**src/rtl/store_unit.sv**
```systemverilog
// -----------------------------------------------------------------------------
// store_unit
//
// Store-side data-memory interface for the STRV32I core. Accepts one store per
// valid/ready handshake from the execute stage, steers rs2 into the addressed
// byte lanes, builds the byte write mask and word-aligned address, and holds a
// registered write request on the data-memory port until it is acknowledged.
// A new store can be accepted in the same cycle the current one completes,
// giving one store per cycle while the memory stays ready. A pending write
// that sees TIMEOUT_CYCLES consecutive not-ready cycles is dropped and a
// one-cycle bus error pulse is raised.
//
// Optional feature macro: STORE_MISALIGN_TRAP_EN
//   defined   : misaligned half/word stores are accepted but not issued, and
//               misaligned_out pulses one cycle after the accept edge.
//   undefined : misaligned_out is absent; low address bits below the access
//               size are ignored.
//
// Parameters:
//   TIMEOUT_CYCLES  consecutive not-ready PEND cycles before a write is
//                   abandoned (0 disables the timeout)
//
// Ports:
//   clk_in           core clock, rising edge
//   rst_n_in         asynchronous active-low reset
//   store_valid_in   execute stage presents a store
//   store_size_in    00 byte, 01 half, 10/11 word
//   iadder_in        effective byte address
//   rs2_in           store data, LSB-justified
//   store_ready_out  store accepted when high together with store_valid_in
//   dmem_ready_in    memory accepts the presented write this cycle
//   dmem_wr_req_out  write request valid
//   dmem_addr_out    word-aligned address of the held store
//   dmem_wdata_out   lane-replicated write data
//   dmem_wmask_out   byte enables (bit n enables wdata[8n+7:8n])
//   bus_error_out    one-cycle pulse when a write is abandoned on timeout
//   misaligned_out   one-cycle pulse on a rejected misaligned store (macro only)
// -----------------------------------------------------------------------------
module store_unit #(
  parameter int TIMEOUT_CYCLES = 16
) (
  input  logic        clk_in,
  input  logic        rst_n_in,
  input  logic        store_valid_in,
  input  logic [1:0]  store_size_in,
  input  logic [31:0] iadder_in,
  input  logic [31:0] rs2_in,
  output logic        store_ready_out,
  input  logic        dmem_ready_in,
  output logic        dmem_wr_req_out,
  output logic [31:0] dmem_addr_out,
  output logic [31:0] dmem_wdata_out,
  output logic [3:0]  dmem_wmask_out,
  output logic        bus_error_out
`ifdef STORE_MISALIGN_TRAP_EN
  ,
  output logic        misaligned_out
`endif
);

  localparam int CNT_W = (TIMEOUT_CYCLES > 0) ? $clog2(TIMEOUT_CYCLES + 1) : 1;
  // Counter value seen in the last allowed not-ready cycle; the drop happens
  // on the edge that would take the count to TIMEOUT_CYCLES.
  localparam logic [CNT_W-1:0] CNT_LAST =
    CNT_W'((TIMEOUT_CYCLES > 0) ? (TIMEOUT_CYCLES - 1) : 0);

  typedef enum logic {
    IDLE = 1'b0,
    PEND = 1'b1
  } state_t;

  state_t           state_q, state_d;
  logic [31:0]      addr_q, addr_d;
  logic [31:0]      wdata_q, wdata_d;
  logic [3:0]       mask_q, mask_d;
  logic [CNT_W-1:0] cnt_q, cnt_d;
  logic             bus_error_q, bus_error_d;

  logic [1:0]       lane;
  logic [31:0]      wdata_new;
  logic [3:0]       mask_new;
  logic             accept;
  logic             issue;
  logic             complete;
  logic             timeout_hit;

`ifdef STORE_MISALIGN_TRAP_EN
  logic             misaligned_new;
  logic             misaligned_q, misaligned_d;
`endif

  // ---------------------------------------------------------------------------
  // Lane steering for the incoming store
  // ---------------------------------------------------------------------------
  always_comb begin
    lane      = iadder_in[1:0];
    wdata_new = rs2_in;
    mask_new  = 4'b1111;
    case (store_size_in)
      2'b00: begin
        wdata_new = {4{rs2_in[7:0]}};
        mask_new  = 4'b0001 << lane;
      end
      2'b01: begin
        wdata_new = {2{rs2_in[15:0]}};
        mask_new  = lane[1] ? 4'b1100 : 4'b0011;
      end
      default: begin
        wdata_new = rs2_in;
        mask_new  = 4'b1111;
      end
    endcase
  end

`ifdef STORE_MISALIGN_TRAP_EN
  assign misaligned_new = ((store_size_in == 2'b01) && lane[0]) ||
                          (store_size_in[1] && (lane != 2'b00));
`endif

  // ---------------------------------------------------------------------------
  // Handshake and control
  // ---------------------------------------------------------------------------
  assign store_ready_out = (state_q == IDLE) || dmem_ready_in;
  assign accept          = store_valid_in && store_ready_out;
  assign complete        = (state_q == PEND) && dmem_ready_in;
  assign timeout_hit     = (TIMEOUT_CYCLES != 0) && (state_q == PEND) &&
                           !dmem_ready_in && (cnt_q == CNT_LAST);

`ifdef STORE_MISALIGN_TRAP_EN
  // A misaligned store is consumed by the handshake but never reaches memory.
  assign issue = accept && !misaligned_new;
`else
  assign issue = accept;
`endif

  always_comb begin
    state_d     = state_q;
    addr_d      = addr_q;
    wdata_d     = wdata_q;
    mask_d      = mask_q;
    cnt_d       = cnt_q;
    bus_error_d = timeout_hit;

    if (issue) begin
      state_d = PEND;
      addr_d  = {iadder_in[31:2], 2'b00};
      wdata_d = wdata_new;
      mask_d  = mask_new;
    end else if (complete || timeout_hit) begin
      // Back to IDLE: the mask must read 0000 while nothing is pending.
      state_d = IDLE;
      mask_d  = 4'b0000;
    end

    if (accept || timeout_hit) begin
      cnt_d = '0;
    end else if ((state_q == PEND) && !dmem_ready_in && (TIMEOUT_CYCLES != 0)) begin
      cnt_d = cnt_q + CNT_W'(1);
    end
  end

`ifdef STORE_MISALIGN_TRAP_EN
  assign misaligned_d = accept && misaligned_new;
`endif

  // ---------------------------------------------------------------------------
  // State registers
  // ---------------------------------------------------------------------------
  always_ff @(posedge clk_in or negedge rst_n_in) begin
    if (!rst_n_in) begin
      state_q     <= IDLE;
      addr_q      <= '0;
      wdata_q     <= '0;
      mask_q      <= '0;
      cnt_q       <= '0;
      bus_error_q <= 1'b0;
    end else begin
      state_q     <= state_d;
      addr_q      <= addr_d;
      wdata_q     <= wdata_d;
      mask_q      <= mask_d;
      cnt_q       <= cnt_d;
      bus_error_q <= bus_error_d;
    end
  end

`ifdef STORE_MISALIGN_TRAP_EN
  always_ff @(posedge clk_in or negedge rst_n_in) begin
    if (!rst_n_in) begin
      misaligned_q <= 1'b0;
    end else begin
      misaligned_q <= misaligned_d;
    end
  end

  assign misaligned_out = misaligned_q;
`endif

  assign dmem_wr_req_out = (state_q == PEND);
  assign dmem_addr_out   = addr_q;
  assign dmem_wdata_out  = wdata_q;
  assign dmem_wmask_out  = mask_q;
  assign bus_error_out   = bus_error_q;

endmodule

```
**config.mk**
```make
export PLATFORM = sky130hd
export DESIGN_NAME = store_unit
export DESIGN_NICKNAME = d
export VERILOG_FILES = /design/src/rtl/store_unit.sv
export SDC_FILE = /design/constraint.sdc
export NUM_CORES = 1
export LEC_CHECK = 0
export ABC_AREA = 1
export BUFFER_PORTS_ARGS = -buffer_cell sky130_fd_sc_hd__buf_2
export CAP_MARGIN = 20
export CORE_AREA = 2 2 110 70
export DETAILED_ROUTE_END_ITERATION = 8
export DIE_AREA = 0 0 112 72
export GPL_ROUTABILITY_DRIVEN = 0
export PLACE_DENSITY_LB_ADDON = 0.08
export REMOVE_ABC_BUFFERS = 1
export SLEW_MARGIN = 0
export SYNTH_ARGS = -nofsm -noshare
export SYNTH_HDL_FRONTEND = slang
export SYNTH_SLANG_ARGS = --single-unit
```
**constraint.sdc**
```tcl
create_clock -name clk_in -period 2.12 [get_ports clk_in]
set_clock_uncertainty 0.15 [all_clocks]
set_input_delay 0.212 -clock clk_in [delete_from_list [all_inputs] [get_ports clk_in]]
set_output_delay 0.212 -clock clk_in [all_outputs]
set_load 0.005 [all_outputs]
```
==> impl_results.md <==
- Status: complete, no violations
- P&R area growth vs syn: 41.77%
- Die Height: 72 um
- First-pass GRT wire length: 14350 um
- Die area: 8064 sq um
- Pre-Repair DR Iteration Count: 4
- Tot GR Track Use: 22.49%
- RSZ-0062 raised after global routing: no
- Layout Nets: 657
- Total number of H-tree levels: 3
- Share of layout cells above drive strength 1: 28.14%
- Root Driver: clkbuf_16
- Worst slew pin tran: 0.5693 ns
- Grt ovf: 0
- Leakage: 0.002704 uW
- Max VDD drop: 0.0004806 V
- Starting density of the core: 46.85%
- Register area share after synthesis: 55.49%
- Hold_ws: 0.01847 ns
- ANT nets after route: 0
- Post-CTS setup buffers: 0
- Commonest non-fill, non-tap cell in the layout: nand2_1
- Largest net degree at the start of global routing: 57
- Post-Route WL: 8950 um
- Required @ worst endpoint: 2.19 ns
- Final hold violations: 0
- Number of distinct library cells after synthesis: 18
- PortBufs: 138
- Cts bufs inserted: 9
- Cells after Synth: 416
- Syn Std Cell Area: 3292 sq um
- Fill count: 626
- Final setup viols: 0
- FF+latch count, synth: 73
- DP Wirelength: 5873 um
- Via Count: 3198
- Most frequent cells in the layout: nand2_1, buf_2, dfrtp_1
- Initial antenna violation count: 0
- Max FO, Critical Path: 5
- CP endpoint kind: flop
- Sum Neg Setup Slack: 0 ns
- Max transition margin: 62.00%
- Max Transition Viols Final: 0
- Power per standard cell area: 845.5 nW/um^2
- HP Class: in -> reg
- CP arrival: 1.74 ns
- WL/cell: 13.14 um
- Critical path launch point type: flop
- CTS tree: yes
- Vias in the first global route: 3083
- Number of top-level pins: 141
- Row Count: 24
- Ant diodes: 0
- YS warnings: 0
- Die width: 112 um
- Tmin final: 1.671 ns
- Drt drc: 0
- Max_cap viols: 0
- CTS Sinks: 73
- Worst-skew pair later-pin latency: 0.33 ns
- CTS clk-pin slew, worst paths: 0.06 ns
- Period utilization: 78.84%
- Avg Cell Area, Syn: 7.913 sq um
- Via density: 4.696
- Area of the core: 7027 sq um
- Max Clk Rate: 598.3 MHz
- Max clock buf depth: 2
- Critical path class: reg -> reg
- DR iter-0 viols: 171
==> where the power goes <==
group / total, uW / leakage (uW) / internal [uW] / switching (uW)
sequential: 1690 / 0.000908 / 1580 / 106
combinational: 723 / 0.00165 / 336 / 388
clock: 1530 / 0.000141 / 944 / 588
==> per-layer routing <==
| layer | vias up | global-route usage [%] | share of wire [%] |
|---|---|---|---|
| met4 | 0 | 6.369 | 0.67 |
| met1 | 1468 | 29.18 | 46 |
| met3 | 8 | 7.352 | 8.4 |
| met5 | - | 0 | 0 |
| met2 | 115 | 36.97 | 45 |
| li1 | 1607 | - | - |
==> final cells by class <==
type,instances,area (sq um),area share (%)
flip-flops and latches,73,1827,39.14
multi-input cells,305,1241,26.60
repair buffers,179,1114,23.86
clock buffers,10,239.0,5.121
well taps,91,113.9,2.440
clock inverters,6,66.31,1.421
inverters,17,66.31,1.421
==> Yosys cell counts (all sizes together) <==
cell type	number	area [sq um]
dfrtp	73	1827
nand4	1	6.260
o21ai	19	95.09
ha	2	25.02
buf	22	161.4
o22ai	1	6.260
nand2	248	945.9
nand3	26	130.1
conb	1	3.750
inv	17	66.32
nor2	6	25.03
==> metrics by stage <==
| step | std cells | utilization (%) | cell area (sq um) | setup WS (ns) | power, uW |
|---|---|---|---|---|---|
| global route | 681 | 66.42 | 4667 | 0.2896 | 4155 |
| floorplan | 395 | - | 3134 | 0.4787 | 1989 |
| CTS | 681 | 66.42 | 4667 | 0.4591 | 3979 |
| detailed placement | 630 | 57.09 | 4011 | 0.4746 | 2388 |
| global placement | 630 | 57.09 | 4011 | 0.4774 | 2370 |
| finish | 681 | 66.42 | 4667 | 0.4486 | 3946 |
==> worst paths after layout <==
kind                       depth (start not counted)         startpoint  slack [ns]                 end
max                                                9           cnt_q[0]        0.45   dmem_wmask_out[3]
min                                                3          rs2_in[2]        0.02   dmem_wdata_out[2]
max reg2reg                                        9           cnt_q[0]        0.45   dmem_wmask_out[3]
min reg2reg                                        2  dmem_addr_out[28]        0.32   dmem_addr_out[28]
max in group asynchronous                          3           rst_n_in        1.12  dmem_wdata_out[13]
min in group asynchronous                          2           rst_n_in        0.14   dmem_addr_out[24]
==> critical path, stage by stage (launching register included) <==
cell     delay (ns)
dfrtp_1        0.41
ha_1           0.19
nand2_1        0.07
nor2_1         0.11
ha_1           0.18
inv_1          0.07
nand2_1        0.13
nand2_1        0.12
nand2_1        0.09
nand2_1        0.05
==> cells by family after synthesis <==
group | Yosys count | synth area share (%)
AOI/OAI and AO/OA | 20 | 3.079
adders and majority gates | 2 | 0.7600
buffers and inverters | 39 | 6.918
DFF | 73 | 55.49
other | 1 | 0.1139
and+or+nand+nor | 281 | 33.64
==> flip-flops by register name, indices dropped and copies added, names as in the netlist <==
signal / cells
dmem_addr_out: 30
dmem_wdata_out: 32
dmem_wr_req_out: 1
dmem_wmask_out: 4
bus_error_out: 1
cnt_q: 5
==> repair_timing <==
item	4_1_cts	5_1_grt
hold buffers	35	0
hold endpoints to repair	107	0
resized for setup	0	0
Note: power is estimated with default switching activity, not from simulation.
